[config.mk]
export PLATFORM = sky130hd
export DESIGN_NAME = seg_scan_ctrl_flat
export DESIGN_NICKNAME = d
export VERILOG_FILES = /design/src/rtl/seg_pkg.sv /design/src/rtl/seg_scan_ctrl_if.sv /design/src/rtl/hex_to_seg7.sv /design/src/rtl/seg_scan_ctrl.sv /design/src/flat_wrapper.sv
export SDC_FILE = /design/constraint.sdc
export NUM_CORES = 1
export LEC_CHECK = 0
export CAP_MARGIN = 15
export CELL_PAD_IN_SITES_DETAIL_PLACEMENT = 0
export CELL_PAD_IN_SITES_GLOBAL_PLACEMENT = 1
export CORE_UTILIZATION = 30
export CTS_CLUSTER_DIAMETER = 40
export CTS_CLUSTER_SIZE = 20
export DETAILED_ROUTE_END_ITERATION = 10
export GPL_ROUTABILITY_DRIVEN = 0
export PLACE_DENSITY = 0.57
export SLEW_MARGIN = 20
export SYNTH_ARGS = -nofsm -noshare
export SYNTH_HDL_FRONTEND = slang
export SYNTH_SLANG_ARGS = --single-unit
[constraint.sdc]
create_clock -name clk -period 6.3 [get_ports clk]
set_clock_uncertainty 0.15 [all_clocks]
set_input_delay 1.26 -clock clk [delete_from_list [all_inputs] [get_ports clk]]
set_output_delay 1.26 -clock clk [all_outputs]
set_load 0.05 [all_outputs]
[src/rtl/seg_pkg.sv]
// Shared definitions for the seven-segment scan controller: FSM states and
// the active-low hex-to-segment table.
package seg_pkg;

    typedef enum logic [1:0] {
        StIdle  = 2'd0,
        StBlank = 2'd1,
        StShow  = 2'd2
    } state_e;

    localparam logic [6:0] SEG_OFF = 7'h7F;

    // {g,f,e,d,c,b,a}, active-low, indexed by nibble value
    localparam logic [6:0] SEG_TABLE [16] = '{
        7'h40, 7'h79, 7'h24, 7'h30, 7'h19, 7'h12, 7'h02, 7'h78,
        7'h00, 7'h10, 7'h08, 7'h03, 7'h46, 7'h21, 7'h06, 7'h0E
    };

endpackage

[src/rtl/seg_scan_ctrl_if.sv]
// Bundle between the digit datapath (master) and the scan controller (slave).
interface seg_scan_ctrl_if #(
    parameter int unsigned NUM_DIGITS = 4
) ();

    localparam int unsigned IDX_W = (NUM_DIGITS > 1) ? $clog2(NUM_DIGITS) : 1;

    logic                    enable;
    logic [4*NUM_DIGITS-1:0] digits;
    logic [NUM_DIGITS-1:0]   dp_in;
    logic [NUM_DIGITS-1:0]   blank_mask;
    logic [NUM_DIGITS-1:0]   an;
    logic [6:0]              seg;
    logic                    dp;
    logic [IDX_W-1:0]        digit_idx;
    logic                    frame_done;

    modport master (
        output enable, digits, dp_in, blank_mask,
        input  an, seg, dp, digit_idx, frame_done
    );

    modport slave (
        input  enable, digits, dp_in, blank_mask,
        output an, seg, dp, digit_idx, frame_done
    );

endinterface

[src/rtl/hex_to_seg7.sv]
// Combinational nibble to active-low seven-segment pattern.
module hex_to_seg7
    import seg_pkg::*;
(
    input  logic [3:0] nibble,
    output logic [6:0] seg
);

    assign seg = SEG_TABLE[nibble];

endmodule

[src/rtl/seg_scan_ctrl.sv]
// Time-multiplexed scan of NUM_DIGITS seven-segment digits: one anode per slot,
// all-dark blank gap between slots, inputs snapshotted once per frame.
module seg_scan_ctrl
    import seg_pkg::*;
#(
    parameter int unsigned NUM_DIGITS   = 4,
    parameter int unsigned DIV_W        = 16,
    parameter int unsigned BLANK_CYCLES = 8
) (
    input  logic           clk,
    input  logic           reset,
    seg_scan_ctrl_if.slave bus
);

    localparam int unsigned IDX_W = (NUM_DIGITS > 1) ? $clog2(NUM_DIGITS) : 1;
    localparam int unsigned CNT_W = $clog2(BLANK_CYCLES + 1);

    localparam logic [DIV_W-1:0] PRESC_MAX = '1;
    localparam logic [DIV_W-1:0] PRESC_PRE = PRESC_MAX - DIV_W'(1);

    state_e                  state_q;
    logic [DIV_W-1:0]        presc_q;
    logic [CNT_W-1:0]        blank_q;
    logic [IDX_W-1:0]        idx_q;
    logic [4*NUM_DIGITS-1:0] snap_digits_q;
    logic [NUM_DIGITS-1:0]   snap_dp_q;
    logic [NUM_DIGITS-1:0]   snap_blank_q;
    logic [NUM_DIGITS-1:0]   an_q;
    logic [6:0]              seg_q;
    logic                    dp_q;
    logic                    frame_done_q;

    logic [3:0]            cur_nibble;
    logic                  cur_dp;
    logic                  cur_blank;
    logic [NUM_DIGITS-1:0] an_sel;
    logic [6:0]            dec_seg;
    logic                  last_digit;
    logic [IDX_W-1:0]      idx_next;

    always_comb begin
        cur_nibble = 4'h0;
        cur_dp     = 1'b0;
        cur_blank  = 1'b0;
        an_sel     = '1;
        for (int i = 0; i < NUM_DIGITS; i++) begin
            if (idx_q == IDX_W'(i)) begin
                cur_nibble = snap_digits_q[4*i +: 4];
                cur_dp     = snap_dp_q[i];
                cur_blank  = snap_blank_q[i];
                an_sel[i]  = 1'b0;
            end
        end
    end

    hex_to_seg7 u_hex_to_seg7 (
        .nibble (cur_nibble),
        .seg    (dec_seg)
    );

    assign last_digit = (idx_q == IDX_W'(NUM_DIGITS - 1));
    assign idx_next   = last_digit ? '0 : idx_q + IDX_W'(1);

    always_ff @(posedge clk or negedge reset) begin
        if (!reset) begin
            state_q       <= StIdle;
            presc_q       <= '0;
            blank_q       <= '0;
            idx_q         <= '0;
            snap_digits_q <= '0;
            snap_dp_q     <= '0;
            snap_blank_q  <= '0;
            an_q          <= '1;
            seg_q         <= SEG_OFF;
            dp_q          <= 1'b1;
            frame_done_q  <= 1'b0;
        end else if (!bus.enable) begin
            state_q      <= StIdle;
            presc_q      <= '0;
            blank_q      <= '0;
            idx_q        <= '0;
            an_q         <= '1;
            seg_q        <= SEG_OFF;
            dp_q         <= 1'b1;
            frame_done_q <= 1'b0;
        end else begin
            frame_done_q <= 1'b0;
            unique case (state_q)
                StIdle: begin
                    state_q       <= StBlank;
                    idx_q         <= '0;
                    blank_q       <= '0;
                    snap_digits_q <= bus.digits;
                    snap_dp_q     <= bus.dp_in;
                    snap_blank_q  <= bus.blank_mask;
                end
                StBlank: begin
                    if (blank_q == CNT_W'(BLANK_CYCLES - 1)) begin
                        state_q <= StShow;
                        blank_q <= '0;
                        presc_q <= '0;
                        // A masked digit still consumes its slot, just stays dark
                        if (!cur_blank) begin
                            an_q  <= an_sel;
                            seg_q <= dec_seg;
                            dp_q  <= ~cur_dp;
                        end
                    end else begin
                        blank_q <= blank_q + CNT_W'(1);
                    end
                end
                StShow: begin
                    presc_q <= presc_q + DIV_W'(1);
                    if (presc_q == PRESC_MAX) begin
                        state_q <= StBlank;
                        idx_q   <= idx_next;
                        an_q    <= '1;
                        seg_q   <= SEG_OFF;
                        dp_q    <= 1'b1;
                        if (last_digit) begin
                            snap_digits_q <= bus.digits;
                            snap_dp_q     <= bus.dp_in;
                            snap_blank_q  <= bus.blank_mask;
                        end
                    end else if (last_digit && presc_q == PRESC_PRE) begin
                        // Registered one cycle early so the pulse covers the final SHOW cycle
                        frame_done_q <= 1'b1;
                    end
                end
                default: state_q <= StIdle;
            endcase
        end
    end

    assign bus.an         = an_q;
    assign bus.seg        = seg_q;
    assign bus.dp         = dp_q;
    assign bus.digit_idx  = idx_q;
    assign bus.frame_done = frame_done_q;

endmodule

[src/flat_wrapper.sv]
// flat-port wrapper written by rule: the top's interface ports become plain ports
module seg_scan_ctrl_flat import seg_pkg::*;
#(
    parameter int unsigned NUM_DIGITS   = 4,
    parameter int unsigned DIV_W        = 16,
    parameter int unsigned BLANK_CYCLES = 8
)
  (clk, reset, bus_enable, bus_digits, bus_dp_in, bus_blank_mask, bus_an, bus_seg, bus_dp, bus_digit_idx, bus_frame_done);
  seg_scan_ctrl_if #(.NUM_DIGITS(NUM_DIGITS)) bus_i ();
  input  logic clk;
  input  logic reset;
  input wire logic [$bits(bus_i.enable)-1:0] bus_enable;
  input wire logic [$bits(bus_i.digits)-1:0] bus_digits;
  input wire logic [$bits(bus_i.dp_in)-1:0] bus_dp_in;
  input wire logic [$bits(bus_i.blank_mask)-1:0] bus_blank_mask;
  output wire logic [$bits(bus_i.an)-1:0] bus_an;
  output wire logic [$bits(bus_i.seg)-1:0] bus_seg;
  output wire logic [$bits(bus_i.dp)-1:0] bus_dp;
  output wire logic [$bits(bus_i.digit_idx)-1:0] bus_digit_idx;
  output wire logic [$bits(bus_i.frame_done)-1:0] bus_frame_done;
  assign bus_i.enable = bus_enable;
  assign bus_i.digits = bus_digits;
  assign bus_i.dp_in = bus_dp_in;
  assign bus_i.blank_mask = bus_blank_mask;
  assign bus_an = bus_i.an;
  assign bus_seg = bus_i.seg;
  assign bus_dp = bus_i.dp;
  assign bus_digit_idx = bus_i.digit_idx;
  assign bus_frame_done = bus_i.frame_done;
  seg_scan_ctrl #(.NUM_DIGITS(NUM_DIGITS), .DIV_W(DIV_W), .BLANK_CYCLES(BLANK_CYCLES)) u_core (.clk(clk), .reset(reset), .bus(bus_i));
endmodule
==> flow_metrics.tcl, run 1 <==
set metrics [dict create \
    syn_area_um2 3280 \
    slowest_stage "clkdlybuf4s50_1" \
    finalCriticalPeriod_ns 3.15 \
    grt_pass1_wl_um 11600 \
    vias_per_cell 4.76 \
    cellPowerDensity_nw_per_um2 288 \
    synthSimpleGateAreaFrac 0.145 \
    cts_tree "built" \
    gr-total-overflow 0 \
    grt_pass1_vias 2320 \
    path_class "input port to flop" \
    rsz0062_at_grt "false" \
    avgSynthCellArea_um2 11.2 \
    hold_buffers 0 \
    yosysWarnings 0 \
    setup_tns_ns 0 \
    seq_area_frac_synth 0.470 \
    ff2ff_setup_slack_ns 3.21 \
    coreArea_um2 10500 \
    p_sw_frac 0.300 \
    synth_fa_ha_area_frac 0.0496 \
    relSlewSlack 0.318 \
    io_pins 42 \
    pwr-share-seq 0.417 \
    n_antenna_cell 0 \
    die_w_um 107 \
    hold_class "flop to flop" \
    tightest_slew_ns 1.02 \
    synth_xor_area_frac 0.0294 \
    wire_per_inst_um 14.6 \
    cts_root_buf "clkbuf_8" \
    drive_gt1_frac 0.197 \
    synth-seq-cells 61 \
    crit_path_max_incr_delay_ns 0.69 \
    ant_nets 0 \
    synth_cell_types 52 \
    cts.sinks 61 \
    first_pass_iters 4 \
    clkPwrFrac 0.342 \
    synth_compound_area_frac 0.129 \
    crit_chain "clkdlybuf4s50_1, inv_1, nor3_1, o31ai_4, o211a_4, o2111ai_1, o21a_1" \
    port_buffers 41 \
    cp_data_arrival_time_ns 3.29 \
    clk_pin_slew_ns 0.08 \
    ir_drop_uv 123 \
    synthCells 293 \
    rows 37 \
    drt_wl_total_um 6930 \
    vias 2266 \
    dpl.hpwl_um 4730 \
    gr-usage-all-layers 0.133 \
    antenna_found_initial 0 \
    finalSetupViolations 0 \
    grt_max_degree 62 \
    ctsResizeCount 0 \
    critical_path.max_fanout 24 \
    cts_made_buffers 9 \
    muxShareOfSynthArea 0.131 \
    finalHoldViolations 0 \
    max_freq_mhz 317 \
    die_y_um 107 \
    crit_path_end_kind "flop" \
    post-route-period-util 0.501 \
    htreeDepth 3 \
    switching_power_mw 0.345 \
    status "finished, final reports clean" \
    clk_latency_ns 0.34 \
    async_flop_share 1.00 \
    combPwrFrac 0.241 \
    slew_violations 0 \
    synth-edff-count 0 \
    cts_buffer_depth 2 \
    syn2layout_area_growth_pct 22.1 \
    maxCapViolCount 0 \
    synth_top_family_by_area "simple AND/OR/NAND/NOR gates" \
    nets 375 \
    post-route-util 0.382 \
    cts_setup_buffers 0 \
    remaining_drc_errors 0 \
    start_kind "input port" \
    synth-main-ff-cell "dfrtp_1" \
    p_leak_nw 1.67 \
    start_util 0.313 \
    power.internal_mw 0.807 \
    dieArea_um2 11300 \
    syn_nets 333 \
    p_total_mw 1.15 \
    drtIter0Drc 78 \
    cp.required_ns 6.44 \
]
[registers in the layout, indices dropped and copies added, names as in the netlist]
register,cells
u_core.bus.digit_idx,2
u_core.bus.frame_done,1
u_core.state_q,2
u_core.bus.seg,7
u_core.blank_q,4
u_core.snap_dp_q,4
u_core.snap_blank_q,4
u_core.bus.dp,1
u_core.bus.an,4
u_core.snap_digits_q,16
u_core.presc_q,16
[logic make-up after synthesis]
family | Yosys count
buf+inv | 29
xor+xnor | 11
mux | 32
flops | 61
fa+ha+maj | 13
simple gates | 92
compound gates | 55
[stage by stage]
stage / setup WS [ns] / std cells / hold WS (ns) / area [um^2]
floorplan: 3.52 / 293 / 0.322 / 3280
global placement: 2.84 / 460 / 0.339 / 3780
detailed placement: 2.78 / 460 / 0.340 / 3780
CTS: 3.15 / 476 / 0.355 / 4000
global route: 2.89 / 476 / 0.375 / 4000
finish: 3.15 / 476 / 0.350 / 4000
[layer usage]
metal	wire length, um	part of all wire	global-route usage
met2	3090	0.45	0.204
met3	196	0.028	0.0270
met4	117	0.017	0.0646
met5	0	0	0
met1	3530	0.51	0.178
[worst max-delay path, delay by kind of cell]
family	cells	cell delay [ns]
buffers and inverters	2	0.87
AO/OA/AOI/OAI	4	0.72
AND/OR/NAND/NOR	1	0.43
[cells in the mapped netlist (all sizes together) (6+ instances only)]
library cell	count	area (um^2)
nand2	19	71.3
buf	10	78.8
mux2i	6	60.1
nor3	7	35.0
nor2	32	120
o21ai	9	45.0
dfstp	12	315
ha	13	163
mux2	26	368
a31oi	8	50.1
nand3	10	75.1
dfrtp	49	1230
xnor2	9	78.8
a21oi	10	50.1
inv	18	67.6
[power by group through the flow]
stage / Clock, mW / Sequential (mW) / Combinational [mW]
floorplan: 0 / 0.531 / 0.157
global placement: 0 / 0.488 / 0.279
detailed placement: 0 / 0.488 / 0.279
CTS: 0.406 / 0.481 / 0.280
global route: 0.422 / 0.487 / 0.300
finish: 0.395 / 0.481 / 0.278
[final cells by class]
class | instances | area [um^2]
Tap cell | 136 | 170
Clock inverter | 7 | 98.8
Fill cell | 1062 | 6460
Inverter | 18 | 67.6
Multi-Input combinational cell | 203 | 1590
Timing Repair Buffer | 42 | 413
Clock buffer | 9 | 124
Sequential cell | 61 | 1540
[worst paths after layout]
kind | from | endpoint | cells after the start
max in group asynchronous | reset | u_core.presc_q[13] | 2
hold / removal | u_core.bus.an[3] | u_core.bus.an[3] | 2
min in group asynchronous | reset | u_core.blank_q[1] | 2
setup / recovery | bus_enable | u_core.bus.seg[2] | 7
setup reg to reg | u_core.bus.digit_idx[0] | u_core.bus.seg[0] | 7
hold reg to reg | u_core.bus.an[3] | u_core.bus.an[3] | 2
[cells in the final DEF, fill, tap and decap left out, types with 3 or more instances in the layout]
cell type	count
inv_1	18
nor2_1	32
a22oi_1	4
dfstp_2	12
nand2_1	19
dfrtp_1	49
xnor2_1	9
nand2b_1	3
o211ai_1	3
nand3_1	8
nand4_1	3
o21ai_0	9
nor3_1	7
a21oi_1	10
nor2b_1	3
a31oi_1	8
or3_1	3
mux2_2	6
mux2i_1	6
clkbuf_8	9
clkdlybuf4s50_1	40
mux2_4	20
ha_1	13
Power figures use the tool's default switching activity.
==> run 2: changes to the inputs <==
- PLACE_DENSITY: 0.57 -> 0.59
- clock period: 6.3 -> 2.6 ns (I/O delays scaled with it)
==> run 2 against run 1 <==
Utilization is 1.3 points higher; critical endpoint unchanged; final cell count is 3.4% higher; sequential cell count stayed put; sequential share of layout area is 1.2 points lower.
==> flow_metrics.tcl, run 2 (synthesis gave the netlist of run 1 again) <==
set metrics [dict create \
    p_leak_nw 1.73 \
    coreArea_um2 10500 \
    cellPowerDensity_nw_per_um2 668 \
    first_pass_iters 4 \
    port_buffers 41 \
    max_freq_mhz 404 \
    rows 37 \
    cts_buffer_depth 2 \
    cp_num_buf_inv 1 \
    tightest_slew_ns 0.763 \
    setup_tns_ns 0 \
    htreeDepth 3 \
    wire_per_inst_um 14.9 \
    clkPwrFrac 0.318 \
    crit_chain "inv_1, ha_1, nor2b_1, nand2_1, a221o_1, ha_2, or3b_1, o2111ai_1, o21a_1" \
    combPwrFrac 0.259 \
    relSlewSlack 0.492 \
    drive_gt1_frac 0.256 \
    n_fill_cell 1075 \
    gr-total-overflow 0 \
    cts.sinks 61 \
    ir_drop_uv 376 \
    start_kind "flop" \
    vias_per_cell 4.80 \
    finalSetupViolations 0 \
    switching_power_mw 0.831 \
    final_cell_mix "47 x dfrtp_1, 40 x clkdlybuf4s50_1, 31 x nor2_1" \
    cp_top_family "compound AO/OA/AOI/OAI gates" \
    clk_latency_ns 0.34 \
    vias 2361 \
    gr-usage-all-layers 0.137 \
    cp.required_ns 2.73 \
    cp_data_arrival_time_ns 2.61 \
    io_pins 42 \
    dieArea_um2 11300 \
    mostFrequentLayoutCell "dfrtp_1" \
    slowest_stage "dfrtp_2" \
    cts_made_buffers 9 \
    post-route-util 0.396 \
    finalCriticalPeriod_ns 2.47 \
    drt_wl_total_um 7340 \
    status "finished, final reports clean" \
    start_util 0.313 \
    ant_nets 0 \
    syn2layout_area_growth_pct 26.3 \
    remaining_drc_errors 0 \
    crit_path_max_incr_delay_ns 0.45 \
    p_sw_frac 0.301 \
    rsz0062_at_grt "false" \
    grt_pass1_vias 2385 \
    die_y_um 107 \
    drtIter0Drc 65 \
    dpl.hpwl_um 5050 \
    crit_path_end_kind "flop" \
    path_class "flop to flop" \
    finalHoldViolations 0 \
    antenna_found_initial 0 \
    grt_pass1_wl_um 12000 \
    slew_violations 0 \
    maxCapViolCount 0 \
    cts_root_buf "clkbuf_8" \
    power.internal_mw 1.93 \
    grt_max_degree 34 \
    post-route-period-util 0.951 \
    n_antenna_cell 0 \
    die_w_um 107 \
    cts_tree "built" \
    cts_setup_buffers 0 \
    critical_path.max_fanout 6 \
    pwr-share-seq 0.423 \
    hold_class "input port to async pin" \
    nets 391 \
    clk_pin_slew_ns 0.07 \
]
==> run 2: cell count changes in the layout (fill, tap and decap cells not counted), moves of 2 or more <==
cell,change
ha_2,+2
clkbuf_8,+2
ha_1,-2
dfrtp_1,-2
dfrtp_2,+2
buf_4,+15
==> run 2: final timing paths <==
check / startpoint / endpoint / slack [ns] / depth (start not counted)
setup / recovery: u_core.bus.digit_idx[0] / u_core.bus.seg[2] / 0.13 / 9
hold / removal: reset / u_core.snap_digits_q[7] / 0.10 / 1
setup reg to reg: u_core.bus.digit_idx[0] / u_core.bus.seg[2] / 0.13 / 9
hold reg to reg: u_core.bus.seg[4] / u_core.bus.seg[4] / 0.35 / 2
max in group asynchronous: reset / u_core.presc_q[0] / 1.54 / 2
min in group clk: u_core.bus.seg[4] / u_core.bus.seg[4] / 0.35 / 2
==> run 2: worst register-to-register path, cell delays in order (launching register included) <==
cell	delay, ns
dfrtp_2	0.45
inv_1	0.09
ha_1	0.19
nor2b_1	0.18
nand2_1	0.08
a221o_1	0.40
ha_2	0.27
or3b_1	0.36
o2111ai_1	0.11
o21a_1	0.15
==> run 2: timing repair <==
item / 4_1_cts / 5_1_grt
hold buffers: 0 / 0
resized for setup: 0 / 7
endpoints found under the setup margin: 0 / 7
==> run 2: stage by stage <==
step	power (mW)	area (um^2)	instances	setup slack [ns]	hold WS [ns]
global route	2.91	4140	492	0.00300	0.154
CTS	2.79	4100	491	0.0916	0.119
global placement	1.88	3890	475	0.133	0.339
detailed placement	1.89	3890	475	0.135	0.341
finish	2.76	4140	492	0.128	0.105
floorplan	1.67	3280	293	0.00813	0.0744
==> run 2: layer usage <==
layer | GRT usage | wire [um] | vias to the layer above
li1 | - | - | 1163
met1 | 0.181 | 3640 | 1149
met2 | 0.216 | 3350 | 42
met3 | 0.0349 | 256 | 7
met4 | 0.0528 | 81 | 0
met5 | 0 | 0 | -
==> run 2: area by class of cell <==
class	count	area (um^2)	area share
Multi-Input combinational cell	204	1620	0.392
Sequential cell	61	1540	0.373
Timing Repair Buffer	57	526	0.127
Tap cell	136	170	0.0411
Clock buffer	11	151	0.0366
Inverter	18	67.6	0.0163
Clock inverter	5	58.8	0.0142
==> run 2: power groups by stage <==
stage                     Combinational (mW)  Sequential [mW]  Clock (mW)
after floorplan                        0.381             1.29           0
after global placement                 0.694             1.19           0
after detailed placement               0.698             1.19           0
after CTS                              0.701             1.17       0.916
after global routing                   0.770             1.19       0.956
final                                  0.715             1.17       0.879
==> run 3: changes to the inputs <==
- CORE_ASPECT_RATIO: default -> 0.7
- PLACE_DENSITY: 0.59 -> 0.57
- clock period: 2.6 -> 3 ns (I/O delays scaled with it)
==> run 3 against run 2 <==
Worst setup slack better by 0.16 ns; largest power group is now the clock network; die area about the same; register-to-register slack better by 0.16 ns; critical endpoint is now u_core.bus.seg[6]; critical path depth up 1; global-route usage up 0.47 points; via count down 3.8%.
==> flow_metrics.tcl, run 3 (synthesis gave the netlist of run 1 again) <==
set metrics [dict create \
    ff2ff_setup_slack_ns 0.29 \
    ir_drop_uv 254 \
    die_w_um 127 \
    clkPwrFrac 0.387 \
    ant_nets 0 \
    cellPowerDensity_nw_per_um2 639 \
    antenna_found_initial 0 \
    post-route-period-util 0.904 \
    critical_path.max_fanout 11 \
    htreeDepth 3 \
    cp_data_arrival_time_ns 2.82 \
    grt_max_degree 26 \
    drt_wl_total_um 7260 \
    crit_path_end_kind "flop" \
    vias_per_cell 4.74 \
    remaining_drc_errors 0 \
    rr_worst_depth 10 \
    cp-endpoint "u_core.bus.seg[6]" \
    gr-total-overflow 0 \
    n_antenna_cell 0 \
    switching_power_mw 0.754 \
    start_util 0.313 \
    first_pass_iters 4 \
    setup_tns_ns 0 \
    rows 31 \
    power.internal_mw 1.87 \
    path_class "flop to flop" \
    p_sw_frac 0.287 \
    r2r-end "u_core.bus.seg[6]" \
    placed_cells 463 \
    relSlewSlack 0.619 \
    slew_violations 0 \
    clk_latency_ns 0.33 \
    startpoint "u_core.bus.digit_idx[1]" \
    max_freq_mhz 369 \
    finalSetupViolations 0 \
    wire_per_inst_um 15.2 \
    cts.sinks 61 \
    slowest_stage "dfrtp_1" \
    cts_made_buffers 9 \
    syn2layout_area_growth_pct 25.6 \
    dpl.hpwl_um 5150 \
    maxCapViolCount 0 \
    hold_buffers 0 \
    mostFrequentLayoutCell "dfrtp_1" \
    pwr-share-seq 0.386 \
    vias 2272 \
    gr-usage-all-layers 0.142 \
    dieArea_um2 11400 \
    grt_pass1_wl_um 12100 \
    p_leak_nw 1.73 \
    tightest_slew_ns 0.571 \
    combPwrFrac 0.227 \
    cts_setup_buffers 0 \
    final_cell_mix "49 x dfrtp_1, 40 x clkdlybuf4s50_1, 32 x nor2_1" \
    fin_cells 479 \
    cts_root_buf "clkbuf_16" \
    cts_buffer_depth 2 \
    clk_pin_slew_ns 0.06 \
    io_pins 42 \
    crit_chain "inv_1, ha_1, nor2b_1, nand2_1, a221o_1, inv_1, ha_1, mux2i_1, o221a_2, a21oi_1" \
    drtIter0Drc 139 \
    rsz0062_at_grt "false" \
    start_kind "flop" \
    cts_tree "built" \
    ctsResizeCount 0 \
    reg2reg_from "u_core.bus.digit_idx[1]" \
    coreArea_um2 10500 \
    hold_class "input port to async pin" \
    status "finished, final reports clean" \
    drive_gt1_frac 0.210 \
    port_buffers 41 \
    crit_path_max_incr_delay_ns 0.41 \
    finalCriticalPeriod_ns 2.71 \
    finalHoldViolations 0 \
    grt_pass1_vias 2307 \
    die_y_um 89.4 \
    nets 382 \
    cp.required_ns 3.11 \
]
## run 3: changes by cell type in the layout (fill, tap and decap cells not counted), sizes merged
cell,before,now
buf,17,9
clkbuf,11,9
clkinv,2,4
clkinvlp,2,1
inv,18,19
o211a,2,1
## run 3: power groups by stage
stage                     combinational [mW]  sequential, mW  clock, mW
after floorplan                        0.330            1.11          0
after global placement                 0.601            1.03          0
after detailed placement               0.601            1.03          0
after CTS                              0.603            1.02       1.04
after global routing                   0.649            1.03       1.08
final                                  0.597            1.01       1.02
## run 3: critical path: cells and delay by family (launching register included)
kind,cells,cell delay [ns]
AND/OR/NAND/NOR,2,0.35
adder cells (fa/ha/maj),2,0.56
AO/OA/AOI/OAI,3,0.81
flip-flops,1,0.41
buffers and inverters,2,0.26
multiplexers,1,0.09
## run 3: metrics by stage
| step | hold slack (ns) | cell area [um^2] | util | power, mW | setup slack [ns] |
|---|---|---|---|---|---|
| final | 0.115 | 4120 | 0.393 | 2.63 | 0.289 |
| after global routing | 0.146 | 4120 | 0.393 | 2.76 | 0.0842 |
| after CTS | 0.131 | 4120 | 0.393 | 2.66 | 0.266 |
| after detailed placement | 0.338 | 3820 | 0.365 | 1.63 | 0.305 |
| after global placement | 0.340 | 3820 | 0.365 | 1.63 | 0.275 |
| after floorplan | 0.154 | 3280 | - | 1.44 | 0.221 |
## run 3: final cells by class
class	instances	area (um^2)
Clock inverter	7	65.1
Inverter	18	67.6
Timing Repair Buffer	49	465
Clock buffer	9	225
Fill cell	1036	6360
Sequential cell	61	1540
Tap cell	132	165
Multi-Input combinational cell	203	1590
## run 3: worst min-delay path by stage
| stage | to | depth (start not counted) | start | slack [ns] |
|---|---|---|---|---|
| 2_1_floorplan | u_core.blank_q[0] | 0 | reset | 0.15 |
| 3_3_place_gp | u_core.bus.seg[1] | 2 | u_core.bus.seg[1] | 0.34 |
| 3_5_place_dp | u_core.snap_digits_q[12] | 1 | u_core.snap_digits_q[12] | 0.34 |
| 4_1_cts | u_core.snap_dp_q[2] | 1 | reset | 0.13 |
| 5_1_grt | u_core.snap_dp_q[2] | 1 | reset | 0.15 |
| 6_report | u_core.snap_dp_q[2] | 1 | reset | 0.11 |
## run 3: metal layers
layer,track usage,up-vias,wire length (um)
li1,-,1136,-
met1,0.206,1091,4000
met2,0.197,37,2880
met3,0.0419,8,276
met4,0.0552,0,100
met5,0,-,0
